===== config.mk =====
export PLATFORM = sky130hd
export DESIGN_NAME = data_memory_responder_flat
export DESIGN_NICKNAME = d
export VERILOG_FILES = /design/src/rtl/data_memory_responder_pkg.sv /design/src/rtl/data_memory_responder_if.sv /design/src/rtl/data_memory_responder_byte_bank.sv /design/src/rtl/data_memory_responder.sv /design/src/flat_wrapper.sv
export SDC_FILE = /design/constraint.sdc
export NUM_CORES = 2
export LEC_CHECK = 0
export CAP_MARGIN = 20
export CORE_MARGIN = 2
export CORE_UTILIZATION = 32
export CTS_CLUSTER_SIZE = 10
export DETAILED_ROUTE_END_ITERATION = 10
export SYNTH_ARGS = -nofsm -noshare
export SYNTH_HDL_FRONTEND = slang
export SYNTH_SLANG_ARGS = --single-unit

===== constraint.sdc =====
create_clock -name clk -period 4.4 [get_ports clk]
set_input_delay 1.1 -clock clk [delete_from_list [all_inputs] [get_ports clk]]
set_output_delay 1.1 -clock clk [all_outputs]
set_load 0.01 [all_outputs]

===== src/rtl/data_memory_responder_pkg.sv =====
// data_mem_pkg: shared FSM state type, default address width and load-extension helper
package data_mem_pkg;
  localparam int ADDR_WIDTH_DEFAULT = 9;
  typedef enum logic [1:0] {IDLE, READ, RESP} stateT;
  // Widens a byte or halfword to 32 bits, replicating its top bit only for signed loads.
  function automatic logic [31:0] extend_load(input logic [15:0] data16, input logic half, input logic isSigned);
    logic fill;
    fill = isSigned & (half ? data16[15] : data16[7]);
    return half ? {{16{fill}}, data16} : {{24{fill}}, data16[7:0]};
  endfunction
endpackage


===== src/rtl/data_memory_responder_if.sv =====
// data_memory_responder_if: request/response handshake bundle between a bus master and the data-memory responder
//   req_valid/req_ready  request handshake
//   req_write, req_half, req_signed, req_addr, req_wdata  request payload
//   rsp_valid/rsp_ready  response handshake, rsp_rdata  extended load data (0 for store acks)
interface data_memory_responder_if import data_mem_pkg::*; #(parameter int ADDR_WIDTH = ADDR_WIDTH_DEFAULT);
  logic req_valid;
  logic req_ready;
  logic req_write;
  logic req_half;
  logic req_signed;
  logic [ADDR_WIDTH-1:0] req_addr;
  logic [15:0] req_wdata;
  logic rsp_valid;
  logic rsp_ready;
  logic [31:0] rsp_rdata;
  modport master (
    output req_valid, req_write, req_half, req_signed, req_addr, req_wdata, rsp_ready,
    input req_ready, rsp_valid, rsp_rdata
  );
  modport slave (
    input req_valid, req_write, req_half, req_signed, req_addr, req_wdata, rsp_ready,
    output req_ready, rsp_valid, rsp_rdata
  );
endinterface


===== src/rtl/data_memory_responder_byte_bank.sv =====
// byte_bank: single-port 8-bit RAM, synchronous write and registered synchronous read
//   clk  clock, we  write enable, addr  BANK_AW-bit index, wdata  write byte, rdata  registered read byte
module byte_bank #(parameter int BANK_AW = 8) (
  input  logic               clk,
  input  logic               we,
  input  logic [BANK_AW-1:0] addr,
  input  logic [7:0]         wdata,
  output logic [7:0]         rdata
);
  logic [7:0] mem [2**BANK_AW];
  always_ff @(posedge clk) begin
    if (we) mem[addr] <= wdata;
    rdata <= mem[addr];
  end
endmodule


===== src/rtl/data_memory_responder.sv =====
// data_memory_responder: byte/halfword load-store responder over even and odd byte banks
//   clk    clock, reset  synchronous active-high reset
//   bus    slave side of data_memory_responder_if (request and response handshakes)
module data_memory_responder import data_mem_pkg::*; #(parameter int ADDR_WIDTH = ADDR_WIDTH_DEFAULT) (
  input logic clk,
  input logic reset,
  data_memory_responder_if.slave bus
);
  localparam int BANK_AW = ADDR_WIDTH - 1;
  stateT state, nextState;
  logic accept, storeAcc, lsb;
  logic lsbQ, halfQ, signedQ;
  logic [BANK_AW-1:0] idx, evenAddr;
  logic evenWe, oddWe;
  logic [7:0] evenWdata, oddWdata, evenQ, oddQ, loByte, hiByte;
  logic [31:0] rdataQ;
  assign lsb = bus.req_addr[0];
  assign idx = bus.req_addr[ADDR_WIDTH-1:1];
  assign accept = state == IDLE && bus.req_valid;
  // Reset must win over a same-edge store, so it gates the bank write enables.
  assign storeAcc = accept && bus.req_write && !reset;
  // An odd start address pairs odd[idx] with the next even byte; the add wraps at the top of the bank.
  assign evenAddr = idx + BANK_AW'(lsb);
  assign evenWe = storeAcc && (bus.req_half || !lsb);
  assign oddWe = storeAcc && (bus.req_half || lsb);
  assign evenWdata = (bus.req_half && lsb) ? bus.req_wdata[15:8] : bus.req_wdata[7:0];
  assign oddWdata = (bus.req_half && !lsb) ? bus.req_wdata[15:8] : bus.req_wdata[7:0];
  byte_bank #(.BANK_AW(BANK_AW)) uEven (.clk(clk), .we(evenWe), .addr(evenAddr), .wdata(evenWdata), .rdata(evenQ));
  byte_bank #(.BANK_AW(BANK_AW)) uOdd (.clk(clk), .we(oddWe), .addr(idx), .wdata(oddWdata), .rdata(oddQ));
  assign loByte = lsbQ ? oddQ : evenQ;
  assign hiByte = lsbQ ? evenQ : oddQ;
  always_ff @(posedge clk) begin
    if (reset) state <= IDLE;
    else state <= nextState;
  end
  always_comb begin
    nextState = state;
    if (accept) nextState = bus.req_write ? RESP : READ;
    else if (state == READ) nextState = RESP;
    else if (state == RESP && bus.rsp_ready) nextState = IDLE;
  end
  always_comb begin
    bus.req_ready = state == IDLE;
    bus.rsp_valid = state == RESP;
    bus.rsp_rdata = rdataQ;
  end
  always_ff @(posedge clk) begin
    if (reset) begin
      lsbQ <= 1'b0;
      halfQ <= 1'b0;
      signedQ <= 1'b0;
      rdataQ <= '0;
    end else begin
      if (accept) begin
        lsbQ <= lsb;
        halfQ <= bus.req_half;
        signedQ <= bus.req_signed;
        if (bus.req_write) rdataQ <= '0;
      end
      if (state == READ) rdataQ <= extend_load({hiByte, loByte}, halfQ, signedQ);
    end
  end
endmodule


===== src/flat_wrapper.sv =====
// flat-port wrapper written by rule: the top's interface ports become plain ports
module data_memory_responder_flat import data_mem_pkg::*;
#(parameter int ADDR_WIDTH = ADDR_WIDTH_DEFAULT)
  (clk, reset, bus_req_valid, bus_req_write, bus_req_half, bus_req_signed, bus_req_addr, bus_req_wdata, bus_rsp_ready, bus_req_ready, bus_rsp_valid, bus_rsp_rdata);
  data_memory_responder_if #(.ADDR_WIDTH(ADDR_WIDTH)) bus_i ();
  input logic clk;
  input logic reset;
  input wire logic [$bits(bus_i.req_valid)-1:0] bus_req_valid;
  input wire logic [$bits(bus_i.req_write)-1:0] bus_req_write;
  input wire logic [$bits(bus_i.req_half)-1:0] bus_req_half;
  input wire logic [$bits(bus_i.req_signed)-1:0] bus_req_signed;
  input wire logic [$bits(bus_i.req_addr)-1:0] bus_req_addr;
  input wire logic [$bits(bus_i.req_wdata)-1:0] bus_req_wdata;
  input wire logic [$bits(bus_i.rsp_ready)-1:0] bus_rsp_ready;
  output wire logic [$bits(bus_i.req_ready)-1:0] bus_req_ready;
  output wire logic [$bits(bus_i.rsp_valid)-1:0] bus_rsp_valid;
  output wire logic [$bits(bus_i.rsp_rdata)-1:0] bus_rsp_rdata;
  assign bus_i.req_valid = bus_req_valid;
  assign bus_i.req_write = bus_req_write;
  assign bus_i.req_half = bus_req_half;
  assign bus_i.req_signed = bus_req_signed;
  assign bus_i.req_addr = bus_req_addr;
  assign bus_i.req_wdata = bus_req_wdata;
  assign bus_i.rsp_ready = bus_rsp_ready;
  assign bus_req_ready = bus_i.req_ready;
  assign bus_rsp_valid = bus_i.rsp_valid;
  assign bus_rsp_rdata = bus_i.rsp_rdata;
  data_memory_responder #(.ADDR_WIDTH(ADDR_WIDTH)) u_core (.clk(clk), .reset(reset), .bus(bus_i));
endmodule

# == Word level (Yosys, flattened, before mapping) ==
# Memory sizes are Yosys's and may differ from the RTL's. A register that Yosys moved wholly into a read port is not among the register bits.
# Cells that the tools add are included.
# classes
addsub,1
n_eq_ne,2
n_mux,17
bitwise_logic,1
reduce_logical,17
# op_table
operator,count
32-bit two-way mux,3
8-bit two-way mux,4
16-bit two-way mux,1
8-bit by 1-bit adder with 8-bit output,1
1-bit logical AND,8
2-bit two-way mux,4
1-bit two-way mux,5
2-bit nonzero test,2
3-bit nonzero test,1
"2-bit by 1-bit equality test with 1-bit output, second input constant",1
"2-bit equality test, second input constant",1
1-bit logical NOT,2
2-bit logical NOT,1
1-bit logical OR,2
2-bit AND reduction,1
1-bit AND,1
# totals
register_bits,37
ramBits,4096
mem_count,2
# memory_table
memory,depth,width,rd,rd_ports_with_merged_regs,write_ports,line,source
u_core.uEven.mem,256,8,1,1,1,data_memory_responder_byte_bank.sv:10,logic [7:0] mem [2**BANK_AW];
u_core.uOdd.mem,256,8,1,1,1,data_memory_responder_byte_bank.sv:10,

# == Depth between registers and ports, before layout ==
# logic_depth
word_depth,7
depth_mapped,13
depth_no_buf,9

# == Hierarchy ==
# A second synthesis with hierarchy kept.
# hier_totals
cells_unflattened,7260
area_unflattened_um2,158582.1
# by_module_without_submodules
module,instances,cells_per_inst,area_each_um2,seq_area_each_um2
byte_bank,2,3547,78492.8,61659.1
data_memory_responder,1,166,1596.5,440.4

# == Worst setup path before layout ==
# No wires, ideal clock.
# synth_path
path_kind,input to register
from,in bus_req_addr[0]
to,"mem u_core.uEven.mem[158][0], enable pin"
t_arrival_ns,3.795
required_time_ns,4.030
path_slack_ns,0.235
cell_stages,10
n_path_buf,5
path_cell_list,ha_1 ha_1 buf_2 clkbuf_1 clkbuf_1 buf_1 and3b_1 nand2_1 clkbuf_1 nor2_1
# synth_via
elab_chain_cells,5
# synth_lines
item,line,source
start: declaration,flat_wrapper.sv:12,input wire logic [$bits(bus_i.req_addr)-1:0] bus_req_addr;
"parallel branches: the longest is 5 deep, another holds 8-bit by 1-bit adder with 8-bit output",--,
end: declaration,data_memory_responder_byte_bank.sv:10,
# Several ways; the timed one is not identified.

# == Worst setup path after layout ==
# layout_path
from,in bus_req_addr[0]
to,reg u_core.uEven.rdata[5] (read register of u_core.uEven.mem)
# layout_via
elab_chain_cells,1
# layout_lines
item,line,source
8-bit by 1-bit adder with 8-bit output,data_memory_responder.sv:23,assign evenAddr = idx + BANK_AW'(lsb);
end: declaration,data_memory_responder_byte_bank.sv:8,output logic [7:0] rdata
# Every way passes these cells.
# A chain may end at the register's enable or synchronous reset.

==> impl_results.md <==
- Die X: 713 um
- Clock slew at reported path FFs: 0.06 ns
- Largest net degree at the start of global routing: 105
- TritonCTS clock tree: yes
- GR Overflow Total: 0
- Crit start category: input port
- Peak Freq: 253 MHz
- HPWL Detailed: 289,000 um
- Post-Route Setup TNS: 0 ns
- DR pass1 iterations: 5
- Post-layout util: 38.4%
- Max Clock Skew: 0.0919 ns
- Initial antenna violation count: 12
- Hold path endpoint: u_core.bus.rsp_rdata[6]$_SDFFE_PP0P_
- CTS Buffer Depth: 4
- Status: finished clean
- Share of cells above drive strength 1: 32.8%
- Number of synthesized flops with an enable pin: 4,096
- Clk root buf: clkbuf_16
- WHS: 0.502 ns
- Die area: 508,000 sq um
- Cts hold-fix bufs: 0
- Synth Register Bits: 4,134
- Final period util: 89.8%
- TritonCTS Sinks: 4,134
- R2r endpoint: u_core.uEven.mem[112][1]$_DFFE_PP_
- DR vias/cell: 5.24
- Avg Synthesized Cell Area: 21.3 sq um
- Synth warnings: 0
- Starting Density: 32.1%
- Routed vias: 82,100
- Final Wtd Congestion: 0.915
- 1st-iter DRT viols: 9,862
- RSZ-0062 raised after global routing: false
- Post-CTS Setup Bufs: 0
- Global-route wire length before repair: 620,000 um
- Reg2Reg Depth: 7
- Synth Flop Type: edfxtp_1
- Fin. Hold Viols: 0
- Sequential fraction of the synthesis area: 77.0%
- Tightest Pin Transition: 1.20 ns
- Max H-tree Level: 5
- # port buffers: 65
- Distinct cells, synth: 66
- Syn_nets: 7,584
- Min-delay src: u_core.bus.rsp_rdata[6]$_SDFFE_PP0P_
- DRC: 0
- Max-cap violations: 0
- Worst EP required: 5.23 ns
- Pwr/cell area: 433 nW/um^2
- CTS Buf Count: 455
- I/O pin count: 66
- Worst vdd ir: 0.000327 V
- CP Capture Type: flip-flop
- Max Slew Vio Count: 0
- # setup viols final: 0
- Post-synthesis cell area: 161,000 sq um
- Worst Hold Depth: 2
- Dpl ws: -0.564 ns
- WL final: 436,000 um
- Site Rows: 260
- Vias in the first global route: 84,300
- Tmin final: 3.95 ns
- GRT Util Overall: 16.7%
- Worst-path fanout max: 15
- Synth async-reset ratio: 0%
- R2r startpoint: u_core.state[0]$_SDFFE_PP0P_
- Leakage: 61.6 nW
- FF-to-FF setup slack: 1.05 ns
- Clk_lat worst skew: 1.03 ns
- WS Path Type: input port to flip-flop
- DR WL/cell: 27.8 um
- Core footprint: 501,000 sq um
- Crit path DAT: 4.78 ns
- Slew headroom: 20.0%
- Synthesis-to-finish area growth: 19.6%
- Post_cts resized: 0
- Setup ws final: 0.449 ns
- Nets: 8,918
- HP Class: flip-flop to flip-flop
- Die H: 713 um
- Post-route ant nets: 0
- Mapped Cells: 7,550
[Yosys cell counts (all sizes together), types with 29 or more instances]
| master | count | area share, % |
|---|---|---|
| a211oi | 56 | 0.26 |
| a21oi | 54 | 0.17 |
| a22oi | 37 | 0.17 |
| and3 | 69 | 0.27 |
| buf | 258 | 0.88 |
| clkbuf | 209 | 0.49 |
| dfxtp | 38 | 0.47 |
| edfxtp | 4096 | 76 |
| mux2 | 29 | 0.20 |
| mux2i | 166 | 1.0 |
| mux4 | 1117 | 16 |
| nand2 | 467 | 1.1 |
| nand3 | 137 | 0.43 |
| nor2 | 573 | 1.3 |
[worst max path at each step]
stage	from	to	slack (ns)	cells after the start
5_1_grt	bus_req_addr[0]	u_core.uEven.rdata[5]$_DFF_P_	0.40	12
2_1_floorplan	bus_req_addr[0]	u_core.uEven.mem[158][0]$_DFFE_PP_	0.23	10
6_report	bus_req_addr[0]	u_core.uEven.rdata[5]$_DFF_P_	0.45	13
3_5_place_dp	bus_req_addr[0]	u_core.uEven.rdata[5]$_DFF_P_	-0.56	12
4_1_cts	bus_req_addr[0]	u_core.uEven.rdata[5]$_DFF_P_	0.48	12
3_3_place_gp	bus_req_addr[0]	u_core.uEven.rdata[5]$_DFF_P_	-0.53	13
[routing by layer]
metal | global-route usage (%) | routed length (um) | vias to the layer above
met5 | 0 | 32 | -
met4 | 5.45 | 15000 | 6
met3 | 3.81 | 38000 | 710
met2 | 27.4 | 211000 | 3663
met1 | 22.1 | 173000 | 44000
li1 | - | - | 33700
[sequential cells by signal, summed over array words and instances (netlist names)]
name,cells
u_core.uEven.mem,2048
u_core.uOdd.mem,2048
u_core.bus.rsp_rdata,17
u_core.uEven.rdata,8
u_core.uOdd.rdata,8
u_core.state,2
u_core.halfQ,1
u_core.lsbQ,1
u_core.signedQ,1
[critical path: stages]
cell and delay (ns):
clkdlybuf4s50_1 0.45, buf_12 0.17, ha_4 0.41, buf_12 0.21, buf_12 0.18, buf_4 0.15, mux4_2 0.49, nand2_1 0.09
and3_1 0.23, a211oi_1 0.11, buf_4 0.17, nor3_1 0.78, nand3_1 0.19
[cell type report]
type	count	area (sq um)
diodes	8	20.0
clock buffers	528	11800
clock inverters	28	487
fillers	44600	309000
inverters	8	37.5
multi-input cells	2941	35200
flip-flops and latches	4134	124000
well taps	6681	8360
repair buffers	1344	12600
[power breakdown]
| part | switching [mW] | total, mW | internal [mW] |
|---|---|---|---|
| clock | 14.4 | 33.0 | 18.6 |
| sequential | 0.149 | 43.8 | 43.7 |
| combinational | 3.78 | 6.39 | 2.61 |
[through the flow]
stage               area (sq um)  power, mW  instances
CTS                       192000       83.9      15700
global route              192000       85.6      15700
global placement          180000       50.9      15100
finish                    192000       83.2      15700
detailed placement        180000       51.0      15100
floorplan                 161000       48.0       7550
[placed cells by master, fill, tap and decap left out, drive strengths merged, types with 17 or more instances in the layout]
master and instances:
dfxtp 38, clkinv 23, nor4 17, nand2 467, buf 1287, and3 69
a21oi 54, a22oi 37, nor2 573, nand4 24, nand3 137, mux2i 166
mux4 1117, a211oi 56, clkbuf 528, mux2 29, clkdlybuf4s50 57, nor3 24
edfxtp 4096
[logic make-up after synthesis]
family                     share of synthesized area, %
AOI/OAI and AO/OA                                  1.13
xor gates and xnor gates                         0.0646
adders and majority gates                        0.0156
buffers and inverters                              1.39
DFF                                                77.0
muxes                                              16.9
and+or+nand+nor                                    3.57
(Power assumes the default switching activity.)
